==> src/rtl/avmm_pkg.sv <==
// rtl/avmm_pkg.sv - shared widths and enums for the two-requester Avalon-MM arbiter
package avmm_pkg;

  localparam int AVM_ADDR_W = 32;
  localparam int AVM_DATA_W = 16;
  localparam int AVM_BE_W   = 2;

  typedef enum logic {REQ_SDR, REQ_TRI} req_id_t;
  typedef enum logic {ARB_IDLE, ARB_GRANT} arb_state_t;

endpackage

==> src/rtl/rd_owner_fifo.sv <==
// rtl/rd_owner_fifo.sv - in-order FIFO of 1-bit read owners, one entry per outstanding read
module rd_owner_fifo #(
  parameter int DEPTH = 8
) (
  input  logic clk,
  input  logic rstn,
  input  logic push,
  input  logic push_id,
  input  logic pop,
  output logic full,
  output logic empty,
  output logic head
);

  localparam int AW = $clog2(DEPTH);

  logic          mem_q [DEPTH];
  logic [AW:0]   wr_ptr_q, wr_ptr_d;
  logic [AW:0]   rd_ptr_q, rd_ptr_d;
  logic [AW:0]   ptr_one;

  assign ptr_one = {{AW{1'b0}}, 1'b1};

  // Extra MSB distinguishes full from empty when the index bits match.
  assign full  = (wr_ptr_q[AW] != rd_ptr_q[AW]) && (wr_ptr_q[AW-1:0] == rd_ptr_q[AW-1:0]);
  assign empty = (wr_ptr_q == rd_ptr_q);
  assign head  = mem_q[rd_ptr_q[AW-1:0]];

  always_comb begin
    wr_ptr_d = wr_ptr_q;
    rd_ptr_d = rd_ptr_q;
    if (push && !full) begin
      wr_ptr_d = wr_ptr_q + ptr_one;
    end
    if (pop && !empty) begin
      rd_ptr_d = rd_ptr_q + ptr_one;
    end
  end

  always_ff @(posedge clk) begin
    if (!rstn) begin
      wr_ptr_q <= '0;
      rd_ptr_q <= '0;
    end else begin
      wr_ptr_q <= wr_ptr_d;
      rd_ptr_q <= rd_ptr_d;
    end
  end

  always_ff @(posedge clk) begin
    if (push && !full) begin
      mem_q[wr_ptr_q[AW-1:0]] <= push_id;
    end
  end

endmodule

==> src/rtl/avmm_arbiter2.sv <==
// rtl/avmm_arbiter2.sv - round-robin arbiter sharing one Avalon-MM SDRAM port between two masters
module avmm_arbiter2
  import avmm_pkg::*;
#(
  parameter int MAX_OUTSTANDING = 8
) (
  input  logic                  clk,
  input  logic                  rstn,
  input  logic                  m0_read,
  input  logic                  m0_write,
  input  logic [AVM_ADDR_W-1:0] m0_address,
  input  logic [AVM_BE_W-1:0]   m0_byteenable,
  input  logic [AVM_DATA_W-1:0] m0_writedata,
  output logic                  m0_waitrequest,
  output logic [AVM_DATA_W-1:0] m0_readdata,
  output logic                  m0_readdatavalid,
  input  logic                  m1_read,
  input  logic                  m1_write,
  input  logic [AVM_ADDR_W-1:0] m1_address,
  input  logic [AVM_BE_W-1:0]   m1_byteenable,
  input  logic [AVM_DATA_W-1:0] m1_writedata,
  output logic                  m1_waitrequest,
  output logic [AVM_DATA_W-1:0] m1_readdata,
  output logic                  m1_readdatavalid,
  output logic                  avm_read,
  output logic                  avm_write,
  output logic [AVM_ADDR_W-1:0] avm_address,
  output logic [AVM_BE_W-1:0]   avm_byteenable,
  output logic [AVM_DATA_W-1:0] avm_writedata,
  input  logic                  avm_waitrequest,
  input  logic [AVM_DATA_W-1:0] avm_readdata,
  input  logic                  avm_readdatavalid,
  output logic                  err
);

  arb_state_t state_q, state_d;
  req_id_t    owner_q, owner_d;
  req_id_t    rr_next_q, rr_next_d;
  logic       err_q, err_d;

  logic req0, req1;
  logic own_rd, own_wr;
  logic granted, read_block, cmd_rd, cmd_wr, accept;
  logic fifo_full, fifo_empty, fifo_head, rsp_pop;

  assign req0    = m0_read | m0_write;
  assign req1    = m1_read | m1_write;
  assign own_rd  = (owner_q == REQ_TRI) ? m1_read  : m0_read;
  assign own_wr  = (owner_q == REQ_TRI) ? m1_write : m0_write;
  assign granted = rstn && (state_q == ARB_GRANT);

  // Read+write together is an error and is treated as a read.
  assign read_block = granted && own_rd && fifo_full;
  assign cmd_rd     = granted && own_rd && !fifo_full;
  assign cmd_wr     = granted && own_wr && !own_rd;
  assign accept     = (cmd_rd || cmd_wr) && !avm_waitrequest;
  assign rsp_pop    = rstn && avm_readdatavalid && !fifo_empty;

  rd_owner_fifo #(
    .DEPTH (MAX_OUTSTANDING)
  ) u_rd_owner_fifo (
    .clk     (clk),
    .rstn    (rstn),
    .push    (accept && cmd_rd),
    .push_id (owner_q),
    .pop     (rsp_pop),
    .full    (fifo_full),
    .empty   (fifo_empty),
    .head    (fifo_head)
  );

  assign avm_read       = cmd_rd;
  assign avm_write      = cmd_wr;
  assign avm_address    = !granted ? '0 : (owner_q == REQ_TRI) ? m1_address    : m0_address;
  assign avm_byteenable = !granted ? '0 : (owner_q == REQ_TRI) ? m1_byteenable : m0_byteenable;
  assign avm_writedata  = !granted ? '0 : (owner_q == REQ_TRI) ? m1_writedata  : m0_writedata;

  assign m0_waitrequest = (granted && owner_q == REQ_SDR) ? (avm_waitrequest || read_block) : 1'b1;
  assign m1_waitrequest = (granted && owner_q == REQ_TRI) ? (avm_waitrequest || read_block) : 1'b1;

  // Data fans out to both; only the valid pulse is steered by the FIFO head.
  assign m0_readdata      = avm_readdata;
  assign m1_readdata      = avm_readdata;
  assign m0_readdatavalid = rsp_pop && (fifo_head == 1'b0);
  assign m1_readdatavalid = rsp_pop && (fifo_head == 1'b1);
  assign err              = err_q;

  always_comb begin
    state_d   = state_q;
    owner_d   = owner_q;
    rr_next_d = rr_next_q;
    err_d     = err_q;
    if (state_q == ARB_IDLE) begin
      if (req0 || req1) begin
        state_d = ARB_GRANT;
        if (req0 && req1) begin
          owner_d = rr_next_q;
        end else begin
          owner_d = req1 ? REQ_TRI : REQ_SDR;
        end
      end
    end else begin
      if (accept) begin
        rr_next_d = (owner_q == REQ_SDR) ? REQ_TRI : REQ_SDR;
        state_d   = ARB_IDLE;
      end else if (!(own_rd || own_wr)) begin
        state_d = ARB_IDLE;
      end
    end
    if ((m0_read && m0_write) || (m1_read && m1_write) || (avm_readdatavalid && fifo_empty)) begin
      err_d = 1'b1;
    end
  end

  always_ff @(posedge clk) begin
    if (!rstn) begin
      state_q   <= ARB_IDLE;
      owner_q   <= REQ_SDR;
      rr_next_q <= REQ_SDR;
      err_q     <= 1'b0;
    end else begin
      state_q   <= state_d;
      owner_q   <= owner_d;
      rr_next_q <= rr_next_d;
      err_q     <= err_d;
    end
  end

endmodule

==> config.mk <==
export PLATFORM = sky130hd
export DESIGN_NAME = avmm_arbiter2
export DESIGN_NICKNAME = d
export VERILOG_FILES = /design/src/rtl/avmm_pkg.sv /design/src/rtl/rd_owner_fifo.sv /design/src/rtl/avmm_arbiter2.sv
export SDC_FILE = /design/constraint.sdc
export NUM_CORES = 1
export LEC_CHECK = 0
export BUFFER_PORTS_ARGS = -buffer_cell sky130_fd_sc_hd__buf_4
export CAP_MARGIN = 20
export CORE_AREA = 2 2 81 83
export DETAILED_ROUTE_END_ITERATION = 16
export DIE_AREA = 0 0 83 85
export HOLD_SLACK_MARGIN = 0.05
export PLACE_DENSITY = 0.86
export RECOVER_POWER = 25
export SLEW_MARGIN = 20
export SYNTH_ARGS = -nofsm -noshare
export SYNTH_HDL_FRONTEND = slang
export SYNTH_SLANG_ARGS = --single-unit
==> constraint.sdc <==
create_clock -name clk -period 4 [get_ports clk]
set_input_delay 0.2 -clock clk [delete_from_list [all_inputs] [get_ports clk]]
set_output_delay 0.2 -clock clk [all_outputs]
set_load 0.01 [all_outputs]
# After elaboration in Yosys (flattened, before gate mapping)
# Memories as Yosys holds them, arrays and structs flattened. A register that Yosys moved wholly into a read port is not among the register bits.
# Cells that the tools add are included.
[totals]
ff_bits = 12
mem_bits_rw = 8
input_bits = 124
output_inout_bits = 89
elab_cells = 71
mem_count = 1
[op_classes]
n_addsub = 2
n_eq_ne = 3
n_mux = 21
bitwise = 5
reduce_logical = 33
[mem_list]
columns = ["name", "depth", "word_bits", "rd", "rd_clocked_by_memory_dff", "write_ports", "line", "rtl"]
rows = [
  ["u_rd_owner_fifo.mem_q", 8, 1, 1, 1, 1, "rd_owner_fifo.sv:17", "logic mem_q [DEPTH];"],
]
[op_table]
columns = ["cell", "count"]
rows = [
  ["$mux W32", 2],
  ["$mux W16", 2],
  ["$logic_and A1 B1 Y1", 21],
  ["$mux W1", 13],
  ["$add A4 B1 Y4 const B", 2],
  ["$logic_or A1 B1 Y1", 6],
  ["$mux W3", 2],
  ["$eq A4 B4 Y1", 1],
  ["$logic_not A1 Y1", 4],
  ["$mux W2", 2],
  ["$reduce_and A2 Y1", 2],
  ["$eq A3 B3 Y1", 1],
  ["$not A1 Y1", 3],
  ["$or A1 B1 Y1", 2],
  ["$ne A1 B1 Y1", 1],
]

# Longest topological paths before layout
# Gate-level depths: netlist (run 1).
[depth]
ltp_word = 10
depth_mapped = 5
mapped_depth_nobuf = 4

# Modules after synthesis
# From an unflattened synthesis (run 1), not the netlist that was laid out.
[unflattened]
hier_cells = 282
hier_area_um2 = 2412.3
[by_module_without_submodules]
columns = ["module", "instances", "cells_each", "area_per_inst_um2", "seq_area_each_um2"]
rows = [
  ["avmm_arbiter2", 1, 183, 1322.5, 80.1],
  ["rd_owner_fifo", 1, 99, 1089.8, 460.4],
]

# Worst setup path after synthesis (run 1)
# No wires, ideal clock.
[synth_timing]
path_type = "register to register"
from = "reg u_rd_owner_fifo.wr_ptr_q[1]"
to = "mem u_rd_owner_fifo.mem_q[4] (enable)"
setup_ps = 330
arrival_ps = 1369
required_time_ps = 3670
slack_ps = 2300
path_stages_with_launch = 6
path_buffers = 1
period_less_slack_ps = 1700
path_cell_list = "dfxtp_1 > buf_6 > xor2_2 > o41a_2 > nand2_1 > nor4b_1"
[synth_between]
elab_chain_len = 10
[synth_lines]
columns = ["item", "line", "rtl"]
rows = [
  ["from (decl)", "rd_owner_fifo.sv:18", "logic [AW:0] wr_ptr_q, wr_ptr_d;"],
  ["from (signal assigned)", "rd_owner_fifo.sv:45", "wr_ptr_q <= wr_ptr_d;"],
  ["$eq A3 B3 Y1", "rd_owner_fifo.sv:25", "assign full = (wr_ptr_q[AW] != rd_ptr_q[AW]) && (wr_ptr_q[AW-1:0] == rd_ptr_q[AW-1:0]);"],
  ["$logic_and A1 B1 Y1", "rd_owner_fifo.sv:25", ""],
  ["$logic_not A1 Y1", "rd_owner_fifo.sv:51, avmm_arbiter2.sv:54", ""],
  ["$logic_and A1 B1 Y1", "avmm_arbiter2.sv:54", "assign cmd_rd = granted && own_rd && !fifo_full;"],
  ["$logic_or A1 B1 Y1", "avmm_arbiter2.sv:56", "assign accept = (cmd_rd || cmd_wr) && !avm_waitrequest;"],
  ["$logic_and A1 B1 Y1", "avmm_arbiter2.sv:56", ""],
  ["$logic_and A1 B1 Y1", "avmm_arbiter2.sv:64", ".push (accept && cmd_rd),"],
  ["$logic_and A1 B1 Y1", "rd_owner_fifo.sv:51", "if (push && !full) begin"],
  ["$mux W1", "rd_owner_fifo.sv:51", ""],
  ["$mux W1 (implied by the code)", "rd_owner_fifo.sv:52", "mem_q[wr_ptr_q[AW-1:0]] <= push_id;"],
  ["to (decl)", "rd_owner_fifo.sv:17", ""],
]
# Several ways; a longest one is shown, not always the timed one.

# Worst setup path after layout (run 1)
[layout_timing]
from = "reg state_q"
to = "out m0_waitrequest"
[layout_between]
elab_chain_len = 5
word_cells_on_any_way = 6
cone_classes = "mux (1); reduce/logical (5)"
[layout_lines]
columns = ["item", "line", "rtl"]
rows = [
  ["from (decl)", "avmm_arbiter2.sv:36", "arb_state_t state_q, state_d;"],
  ["from (signal assigned)", "avmm_arbiter2.sv:122", "state_q <= state_d;"],
  ["$logic_and A1 B1 Y1 (*)", "avmm_arbiter2.sv:50", "assign granted = rstn && (state_q == ARB_GRANT);"],
  ["$logic_and A1 B1 Y1 (2 in a row)", "avmm_arbiter2.sv:53", "assign read_block = granted && own_rd && fifo_full;"],
  ["$logic_or A1 B1 Y1", "avmm_arbiter2.sv:78", "assign m0_waitrequest = (granted && owner_q == REQ_SDR) ? (avm_waitrequest || read_block) : 1'b1;"],
  ["$mux W1 (*)", "avmm_arbiter2.sv:78", ""],
  ["to (decl)", "avmm_arbiter2.sv:14", "output logic m0_waitrequest,"],
]
# Every way passes the cells marked *; elsewhere a longest branch is shown, timed or not.

==> impl_summary.md, run 1 <==
Floorplan
For this design the top-level I/O count stands at approximately 210. After floorplanning, the core was divided into 29 placement rows. The die area is 0.00706 sq mm. The region available for standard cell placement spans 0.00620 sq mm. The die is around 85 um tall. The initial utilization of the core area, before any placement, comes to 0.348. The horizontal die dimension is 83 um.

Clock network
The post-CTS setup buffer count is 0. The tree is rooted in a sky130_fd_sc_hd__clkbuf_8. The H-tree depth reported by CTS is 1. The number of gates given a new drive strength after cts is 0. Clock-pin slew was measured on the worst setup and hold paths at about 0.090 ns. Buffers inserted during clock tree synthesis total 3. The source-to-sink clock delay at the later pin of the worst-skew pair is 0.27 ns.

The tree built by TritonCTS fans out to 23 sinks. TritonCTS built the clock tree. In this run, post-CTS hold repair placed 0 buffers.

No sink is reached through more buffers than the 2 on the longest clock path.

GRT
The initial antenna violation count is 0. The first global-routing pass estimated about 11,000 um of wire. The number of global-route vias before repair is 2,247. The global-route usage over all layers is 0.192.

The total congestion overflow is 0. Entering global routing, the biggest net connects 55 pins.

Synth
Synthesis inferred 23 register bits. Counting instances in the post-synthesis netlist gives the leading cell types as sky130_fd_sc_hd__nor2_1 (62), sky130_fd_sc_hd__mux2i_1 (55), sky130_fd_sc_hd__buf_4 (32). By area the synthesized netlist is led by sky130_fd_sc_hd__mux2i_1 (25%), sky130_fd_sc_hd__dfxtp_1 (14%), sky130_fd_sc_hd__buf_4 (11%).

The Yosys step of the flow raised 0 warnings. Counting flops with a built-in enable in the synthesized netlist gives 8. For this run, asynchronously set or reset flops after synthesis account for 0. The most frequently used flop master after synthesis is sky130_fd_sc_hd__dfxtp_1. The share of the Yosys chip area taken by registers is 0.250. The netlist area before placement is 0.00216 sq mm.

In this run the mean area of a mapped cell was 8.50 sq um. The net count of the mapped netlist is 380. The cell count after synthesis came out at between 200 and 300. Of the post-synthesis cell area, the dominant cell type holds 0.255. The cell accounting for the most synthesized area is sky130_fd_sc_hd__mux2i_1.

The number of distinct library cell variants in the gate-level netlist after synthesis is 34. In the post-synthesis netlist, the cell with the most instances is sky130_fd_sc_hd__nor2_1.

Power and ir drop
The total power density per cell area is 202 mW/mm^2. In this run the static leakage power is approximately 1.5 nW. The worst ir drop on vdd is 0.189 mV.

Finish
The number of antenna diodes in the final layout is 0. The post-synthesis to final-layout area growth is 49.5%. The utilization after layout is 0.520.

After routing the design area is 0.00323 sq mm. The net total in the final layout is just over 500. The total of fill cells in the finished design is between 500 and 600. Once layout is complete, the cells apart from fillers number 453.

In the final layout, the share of cells above drive strength 1 is 0.481.

Timing
The final-report max-slew violation count was 0. The largest clock skew in the final design is about 0.0088 ns. The routed design could run at a clock period as short as approximately 2.5 ns. The maximum clock rate is approximately 400 MHz.

The final number of hold-violating endpoints came to 0. Hold is met by 0.208 ns. Setup repair after global routing left no endpoint under its margin. Setup violations remaining at the end of the flow were counted as 0. The setup TNS is 0 ns.

The slew at the pin with the worst max-slew slack is between 0.9 and 1 ns. The max-slew headroom at the worst pin is 0.345. Of the available clock period, the critical path in the final layout requires 0.624.

Detailed routing
After detailed routing, the number of vias per cell comes to ~4.9. Summed over all layers, the routed wires come to around 7200 um. The detailed-route via count is 2,233. For this run, design rule violations remaining after detail routing come to 0. In the final routed layout, each cell accounts on average for 15.9 um.

The detailed-routing iteration count for the pre-antenna-repair pass is 4. The count of routing violations after the opening detailed-route iteration is 65. The detail route stage leaves a number of antenna-violating nets equal to 0.

Setup path
Data on the critical path arrives at its endpoint at between 2 and 2.5 ns. The critical path startpoint category is a flip-flop. The most critical setup path has its startpoint at state_q. The worst register-to-register path begins at state_q. The kind of capture point of the worst setup path is an output pin. The critical path data required time is 3.80 ns.

The kind of critical path is flip-flop to output pin. Of all nets on the critical path, the largest fanout is between 50 and 60.

Outcome
The run finished with clean final reports.

Job
Max-cap violations in this run came to 0.

Placement
The routability congestion estimate is 0.830. The post-detailed-placement cell area is 0.00318 sq mm. The number of buffers added on ports is 164. The wire-length estimate of the detail-placed layout is 5880 um. Once placement completed, the tool counted placed cells totaling between 400 and 500.

Worst hold path
The worst hold path class is input pin to flip-flop. The origin of the worst min-delay path is rstn.
## layer usage
layer	routed length (um)	GRT usage	vias to the layer above
met5	0	0	-
met4	105	0.0522	0
met3	567	0.0545	11
met2	3840	0.362	111
met1	2670	0.211	1022
li1	-	-	1089
## through the flow
step / power [mW] / setup slack, ns
floorplan: 0.404 / 2.30
global placement: 0.504 / 1.79
detailed placement: 0.510 / 1.69
CTS: 0.655 / 1.51
global route: 0.684 / 1.38
finish: 0.653 / 1.51
## cells by family after synthesis
kind of cell,share of synthesized area
simple gates,0.193
compound gates,0.0759
flops,0.250
mux,0.281
xor+xnor,0.0348
fa+ha+maj,0.0116
buf+inv,0.154
## final cells by class
cell class,count,area [sq um],area share
clock buffers,3,41.3,0.0128
clock inverters,1,7.51,0.00232
inverters,3,11.3,0.00349
multi-input cells,181,1290,0.399
flip-flops and latches,23,544,0.169
well taps,77,96.3,0.0298
repair buffers,165,1240,0.384
## worst paths after layout
kind / to / slack (ns) / depth (start not counted)
setup / recovery: m0_waitrequest / 1.51 / 4
setup reg to reg: u_rd_owner_fifo.mem_q[1] / 1.65 / 4
hold reg to reg: rr_next_q / 0.48 / 2
hold / removal: state_q / 0.21 / 3
## placed cells by master (no fill, tap or decap), types with 3 or more instances in the layout
| cell | count |
|---|---|
| sky130_fd_sc_hd__nand2_1 | 6 |
| sky130_fd_sc_hd__xor2_2 | 3 |
| sky130_fd_sc_hd__clkbuf_8 | 3 |
| sky130_fd_sc_hd__or3_1 | 3 |
| sky130_fd_sc_hd__nor3_1 | 4 |
| sky130_fd_sc_hd__a21oi_1 | 7 |
| sky130_fd_sc_hd__o21ai_0 | 7 |
| sky130_fd_sc_hd__nand3_1 | 9 |
| sky130_fd_sc_hd__nor2_1 | 62 |
| sky130_fd_sc_hd__inv_1 | 3 |
| sky130_fd_sc_hd__edfxtp_1 | 8 |
| sky130_fd_sc_hd__mux2i_1 | 55 |
| sky130_fd_sc_hd__dfxtp_1 | 14 |
| sky130_fd_sc_hd__buf_4 | 165 |
## worst max-delay path: stages (launching register included)
cell	delay [ns]
sky130_fd_sc_hd__dfxtp_1	0.41
sky130_fd_sc_hd__nand2_2	0.58
sky130_fd_sc_hd__or2_0	0.55
sky130_fd_sc_hd__a211o_1	0.33
sky130_fd_sc_hd__buf_4	0.15
## power breakdown
group | switching [mW] | internal, mW | total [mW]
Clock | 0.0782 | 0.0706 | 0.149
Combinational | 0.0993 | 0.144 | 0.243
Sequential | 0.0146 | 0.247 | 0.261
Total | 0.192 | 0.461 | 0.653
Power figures use the tool's default switching activity.
==> inputs of run 2 (changes only) <==
--- a/config.mk
+++ b/config.mk
@@ -7,11 +7,11 @@
 export LEC_CHECK = 0
 export BUFFER_PORTS_ARGS = -buffer_cell sky130_fd_sc_hd__buf_4
 export CAP_MARGIN = 20
-export CORE_AREA = 2 2 81 83
+export CORE_AREA = 2 2 82 84
 export DETAILED_ROUTE_END_ITERATION = 16
-export DIE_AREA = 0 0 83 85
+export DIE_AREA = 0 0 84 86
 export HOLD_SLACK_MARGIN = 0.05
-export PLACE_DENSITY = 0.86
+export PLACE_DENSITY = 0.84
 export RECOVER_POWER = 25
 export SLEW_MARGIN = 20
 export SYNTH_ARGS = -nofsm -noshare
==> constraint.sdc (replaced) <==
create_clock -name clk -period 2.38 [get_ports clk]
set_input_delay 0.119 -clock clk [delete_from_list [all_inputs] [get_ports clk]]
set_output_delay 0.119 -clock clk [all_outputs]
set_load 0.01 [all_outputs]
==> impl_summary.md, run 2 (same netlist as run 1, synthesis figures left out) <==
Detailed routing
The wire length per cell is 16.7 um (+5.3%). The number of antenna-violating nets in the routed design was 0 (unchanged). The detailed-routing iteration count for the pre-antenna-repair pass is 4 (unchanged).

The count of routing violations after the opening detailed-route iteration is 109 (+68%). The post-detailed-route DRC marker count is 0 (unchanged). The per-cell via count in the routed design is 4.96 (+0.72%). The detailed-route via count was 2,259 (+1.2%).

The post-detailed-routing wire length is 7590 um (+5.7%).

Timing
For this run, the top clock speed supported by timing is 466 MHz. The max-slew headroom at the worst pin is 0.640 (+0.295). The largest clock skew in the final design is 0.0105 ns (+0.00172 ns). The minimum clock period after layout is 2.15 ns. The slew at the pin with the worst max-slew slack is 0.539 ns (-0.441 ns). The final-report max-slew violation count came to 0 (unchanged). The final number of hold-violating endpoints was 0 (unchanged). The ratio of final minimum period to clock period is 0.902. The setup TNS came to 0 ns (unchanged). The number of setup violations in the final report was 0 (unchanged). The final worst slack came to 0.234 ns (-1.27 ns). Setup repair after global routing left no endpoint under its margin.

Setup path
The delay contributed by the slowest stage of the critical path came to 0.63 ns (+0.05 ns). The launch point of the critical path is u_rd_owner_fifo.wr_ptr_q[2]. The critical path startpoint category is a flip-flop.

The worst setup path is captured at an output pin. The critical path is of the flip-flop to output pin type. The worst path buffer plus inverter count is 1 (unchanged). The largest fanout on the critical path is 11 (-80%).

On the critical path, the stage with the largest delay is an instance of sky130_fd_sc_hd__o41ai_4. The critical path data required time is 2.26 ns (-1.54 ns). The worst path arrival time is 2.03 ns (-0.26 ns). The kind of cell with the highest combined delay on the critical path is compound AO/OA/AOI/OAI gates. Walking the worst path, the cells encountered are xor2_2 -> o41ai_4 -> nor2_1 -> and2_1 -> buf_4. The worst register-to-register path begins at u_rd_owner_fifo.wr_ptr_q[2].

Clock network
The source-to-sink clock delay at the later pin of the worst-skew pair is 0.27 ns (about the same). The number of buffers inserted for hold repair after clock tree synthesis was 0 (unchanged). The cell sitting at the root of the clock tree is a sky130_fd_sc_hd__clkbuf_8. The maximum clock path buffer count is 2 (unchanged). The H-tree depth reported by CTS is 1 (unchanged). The post-CTS setup buffer count was 0 (unchanged). The clock sink count came to 23 (unchanged). The number of CTS-inserted buffers is 3 (unchanged). The clock slew seen by the registers of the worst setup and hold paths is 0.08 ns (about the same). The number of gates given a new drive strength after cts is 0 (unchanged). The clock tree from TritonCTS is yes.

Finish
The most common cell after layout, fill and taps aside is sky130_fd_sc_hd__buf_4. The library cells used most frequently in the layout, excluding fill and tap cells, are sky130_fd_sc_hd__buf_4 (167), sky130_fd_sc_hd__nor2_1 (62), sky130_fd_sc_hd__mux2i_1 (55), sky130_fd_sc_hd__dfxtp_1 (14), sky130_fd_sc_hd__nand3_1 (9). The net total in the final layout came to 505 (+0.40%). The total of fill cells in the finished design came to 598 (+2.7%). The antenna diode instance count was 0 (unchanged). The number of standard cells in the layout, taps in and fillers out is 455 (+0.44%).

The post-synthesis to final-layout area growth is 50.1%. The share of cells above drive strength 1 came to 0.481 (about the same).

Placement
The cell total after placement is 451 (+0.45%). The worst setup slack before clock tree synthesis came to 0.450 ns (-1.24 ns). The number of buffers added on ports came to 164 (unchanged).

The routability congestion estimate came to 0.871 (+4.9%). The half-perimeter wire length after detailed placement is 6280 um (+6.8%).

Power and ir drop
The total power is 1.10 mW (+68%). The worst ir drop on vdd is 0.280 mV (+48%). The total power density per cell area is 340 mW/mm^2 (+68%). The total leakage power is 1.46 nW (+0.74%).

GRT
The maximum number of pins on one net before global-route repair is 40 (-27%). The number of global-route vias before repair came to 2,256 (+0.40%). The initial antenna violation count is 0 (unchanged).

The global-route usage over all layers came to 0.197 (+0.00480). The total congestion overflow is 0 (unchanged). The wire length of the first global-routing pass is 11,400 um (+0.61%).

Floorplan
The core area was 0.00628 sq mm (+1.2%). The I/O pin count is 213 (unchanged). The vertical die dimension is 86 um (+1.2%).

The number of placement rows is 29 (unchanged). The starting utilization of the core area is 0.344 (-0.00402). The die area was 0.00722 sq mm (+2.4%). The horizontal die dimension came to 84 um (+1.2%).

Job
The max-capacitance violation count is 0 (unchanged).

Worst hold path
The worst hold path class is input pin to flip-flop. The worst hold path begins at rstn.

Outcome
The run finished with clean final reports.
run 2: layout make-up:
type / instances / area [sq um] / area share
Timing Repair Buffer: 167 / 1250 / 0.387
Tap cell: 77 / 96.3 / 0.0297
Multi-Input combinational cell: 181 / 1290 / 0.398
Clock buffer: 4 / 45.0 / 0.0139
Inverter: 3 / 11.3 / 0.00347
Sequential cell: 23 / 544 / 0.168
run 2: power breakdown:
part	leakage, nW	switching [mW]	internal [mW]	total [mW]
sequential	0.196	0.0209	0.415	0.436
clock	0.0228	0.125	0.120	0.244
combinational	1.25	0.176	0.244	0.420
total	1.46	0.322	0.779	1.10
run 2: stage by stage:
| stage | util | cell area [sq um] | hold slack (ns) |
|---|---|---|---|
| floorplan | - | 2160 | 0.245 |
| global placement | 0.509 | 3200 | 0.238 |
| detailed placement | 0.509 | 3200 | 0.238 |
| CTS | 0.516 | 3240 | 0.125 |
| global route | 0.516 | 3240 | 0.138 |
| finish | 0.516 | 3240 | 0.137 |
run 2: worst register-to-register path, cell delays in order, from the launching register on:
cell and delay [ns]:
sky130_fd_sc_hd__dfxtp_1 0.55, sky130_fd_sc_hd__xor2_2 0.38, sky130_fd_sc_hd__o41a_2 0.27, sky130_fd_sc_hd__nand2_1 0.11, sky130_fd_sc_hd__nor4b_1 0.35
run 2: layer usage:
layer,track usage,part of all wire,wire length (um)
met1,0.225,0.37,2830
met4,0.0557,0.012,90
met3,0.0693,0.099,750
met5,0,0,0
met2,0.350,0.52,3920
run 2: final timing paths:
check                        endpoint  slack (ns)  cells past startpoint
max                  m0_readdatavalid        0.23                      5
min                           state_q        0.14                      3
max reg2reg  u_rd_owner_fifo.mem_q[4]        0.42                      4
min reg2reg                 rr_next_q        0.49                      2
==> inputs of run 3 (changes only) <==
--- a/config.mk
+++ b/config.mk
@@ -8,6 +8,7 @@
 export BUFFER_PORTS_ARGS = -buffer_cell sky130_fd_sc_hd__buf_4
 export CAP_MARGIN = 20
 export CORE_AREA = 2 2 82 84
+export CTS_BUF_LIST = sky130_fd_sc_hd__clkbuf_16
 export DETAILED_ROUTE_END_ITERATION = 16
 export DIE_AREA = 0 0 84 86
 export HOLD_SLACK_MARGIN = 0.05
==> impl_summary.md, run 3 (same netlist as run 1, synthesis figures left out) <==
Outcome
The flow ran to the end, and the final reports show no timing, DRC or antenna violations.

Floorplan
The core area is 0.00628 sq mm (unchanged). The vertical die dimension is 86 um (unchanged). The I/O pin count is 213 (unchanged). The number of placement rows came to 29 (unchanged). The die area was 0.00722 sq mm (unchanged). The starting utilization of the core area came to 0.344 (unchanged). The horizontal die dimension is 84 um (unchanged).

Power and ir drop
The worst ir drop on vdd is 0.330 mV (+18%). The total leakage power is 1.48 nW (+1.3%). The total power was 1.23 mW (+11%). The total power density per cell area was 374 mW/mm^2 (+10%).

Finish
The antenna diode instance count is 0 (unchanged). The area used by multi-input combinational logic came to 0.00129 sq mm (unchanged). The library cells used most frequently in the layout, excluding fill and tap cells, are sky130_fd_sc_hd__buf_4 (167), sky130_fd_sc_hd__nor2_1 (62), sky130_fd_sc_hd__mux2i_1 (55), sky130_fd_sc_hd__dfxtp_1 (14), sky130_fd_sc_hd__nand3_1 (9). The share of cells above drive strength 1 was 0.481 (unchanged). The net total in the final layout came to 505 (unchanged). The total of fill cells in the finished design came to 592 (-1.0%). The number of standard cells in the layout, taps in and fillers out is 455 (unchanged).

The area occupied by registers is 544 sq um (unchanged). The post-synthesis to final-layout area growth is 51.6%. The utilization after layout is 0.522 (+0.00538). The post-route cell area is 0.00327 sq mm (+1.0%).

The library cell used most frequently in the layout, excluding fill and tap cells, is sky130_fd_sc_hd__buf_4.

Clock network
The number of gates given a new drive strength after cts is 0 (unchanged). The maximum clock path buffer count is 2 (unchanged). The cell sitting at the root of the clock tree is a sky130_fd_sc_hd__clkbuf_16. The clock sink count was 23 (unchanged). The source-to-sink clock delay at the later pin of the worst-skew pair is 0.26 ns (about the same). The clock slew seen by the registers of the worst setup and hold paths is 0.06 ns (-0.02 ns). The number of CTS-inserted buffers is 3 (unchanged).

The post-CTS setup buffer count is 0 (unchanged). The clock tree from TritonCTS is yes. The number of buffers inserted for hold repair after clock tree synthesis came to 0 (unchanged). The H-tree depth reported by CTS is 1 (unchanged).

Setup path
For this design, the slowest cell found on the critical path is sky130_fd_sc_hd__o41ai_4. The setup path with the least slack is of type flip-flop to output pin. The worst path buffer plus inverter count is 1 (unchanged). The critical path data required time is 2.26 ns (about the same).

The critical path startpoint category is a flip-flop. The worst path arrival time was 2.02 ns (about the same). The delay contributed by the slowest stage of the critical path is 0.62 ns (about the same).

Traced cell by cell, the critical path runs through xor2_2 -> o41ai_4 -> nor2_1 -> and2_1 -> buf_4. The kind of cell with the highest combined delay on the critical path is compound AO/OA/AOI/OAI gates. The kind of capture point of the worst setup path is an output pin. The largest fanout on the critical path is 11 (unchanged).

Placement
The half-perimeter wire length after detailed placement is 6280 um (unchanged). The worst setup slack before clock tree synthesis is 0.450 ns (unchanged). The routability congestion estimate is 0.871 (unchanged). The number of buffers added on ports is 164 (unchanged). The post-detailed-placement cell area is 0.00320 sq mm (unchanged). The cell total after placement is 451 (unchanged).

Detailed routing
The detailed-routing iteration count for the pre-antenna-repair pass is 4 (unchanged). The wire length on met2 is 3930 um (about the same). The routed length on met1 came to 2900 um (+2.4%). The post-detailed-route DRC marker count is 0 (unchanged). The number of antenna-violating nets in the routed design was 0 (unchanged). The post-detailed-routing wire length came to 7610 um (+0.22%).

The amount of wire on met3 after detailed routing came to 695 um (-7.3%). The highest layer touched by signal routing is met4. The wire length per cell came to 16.7 um (+0.22%). The detailed-route via count is 2,258 (-0.044%). The count of routing violations after the opening detailed-route iteration was 144 (+32%). The per-cell via count in the routed design is 4.96 (about the same).

GRT
The initial antenna violation count is 0 (unchanged). The total congestion overflow was 0 (unchanged). The wire length of the first global-routing pass came to 11,500 um (+1.2%).

The global-route usage over all layers came to 0.200 (+0.00263). The maximum number of pins on one net before global-route repair came to 40 (unchanged). The number of global-route vias before repair is 2,252 (-0.18%).

Job
The max-capacitance violation count is 0 (unchanged).

Timing
The ratio of final minimum period to clock period was 0.897 (-0.00430). Setup repair after global routing left no endpoint under its margin. The maximum clock rate came to 468 MHz (+0.48%). The number of setup violations in the final report was 0 (unchanged). The hold slack is 0.147 ns (+0.0106 ns).

The max-slew headroom at the worst pin was 0.647 (+0.00711). The final-report max-slew violation count was 0 (unchanged). The final number of hold-violating endpoints is 0 (unchanged).

The final worst slack is 0.244 ns (+0.0102 ns). The setup TNS is 0 ns (unchanged). The slew at the pin with the worst max-slew slack is 0.528 ns (-0.0106 ns). The largest clock skew in the final design is 0.00838 ns (-0.00213 ns). The minimum clock period after layout is 2.14 ns (-0.0102 ns).

Worst hold path
The worst hold path class is input pin to flip-flop.
==> run 3: path summary, 6_finish.rpt <==
check / start / to / cells after the start / slack, ns
worst min-delay path: rstn / state_q / 3 / 0.15
worst max-delay path: u_rd_owner_fifo.wr_ptr_q[2] / m0_readdatavalid / 5 / 0.24
worst min register to register: rr_next_q / rr_next_q / 2 / 0.48
worst max register to register: u_rd_owner_fifo.wr_ptr_q[2] / u_rd_owner_fifo.mem_q[4] / 4 / 0.42
==> run 3: routing by layer <==
layer | vias to the layer above | track usage
li1 | 1098 | -
met1 | 1025 | 0.230
met2 | 126 | 0.356
met3 | 9 | 0.0703
met4 | 0 | 0.0484
met5 | - | 0
==> run 3: power by group <==
group / switching, mW / internal, mW
logic: 0.177 / 0.244
clock network: 0.144 / 0.225
registers: 0.0208 / 0.415
==> run 3: worst reg2reg max path: stages (launching register included) <==
cell	delay (ns)
sky130_fd_sc_hd__dfxtp_1	0.55
sky130_fd_sc_hd__xor2_2	0.37
sky130_fd_sc_hd__o41a_2	0.26
sky130_fd_sc_hd__nand2_1	0.11
sky130_fd_sc_hd__nor4b_1	0.36
==> run 3: final cells by class <==
class                   count  area share
clock buffers               3      0.0229
clock inverters             1     0.00115
inverters                   3     0.00344
multi-input cells         181       0.394
flip-flops and latches     23       0.166
well taps                  77      0.0294
repair buffers            167       0.383
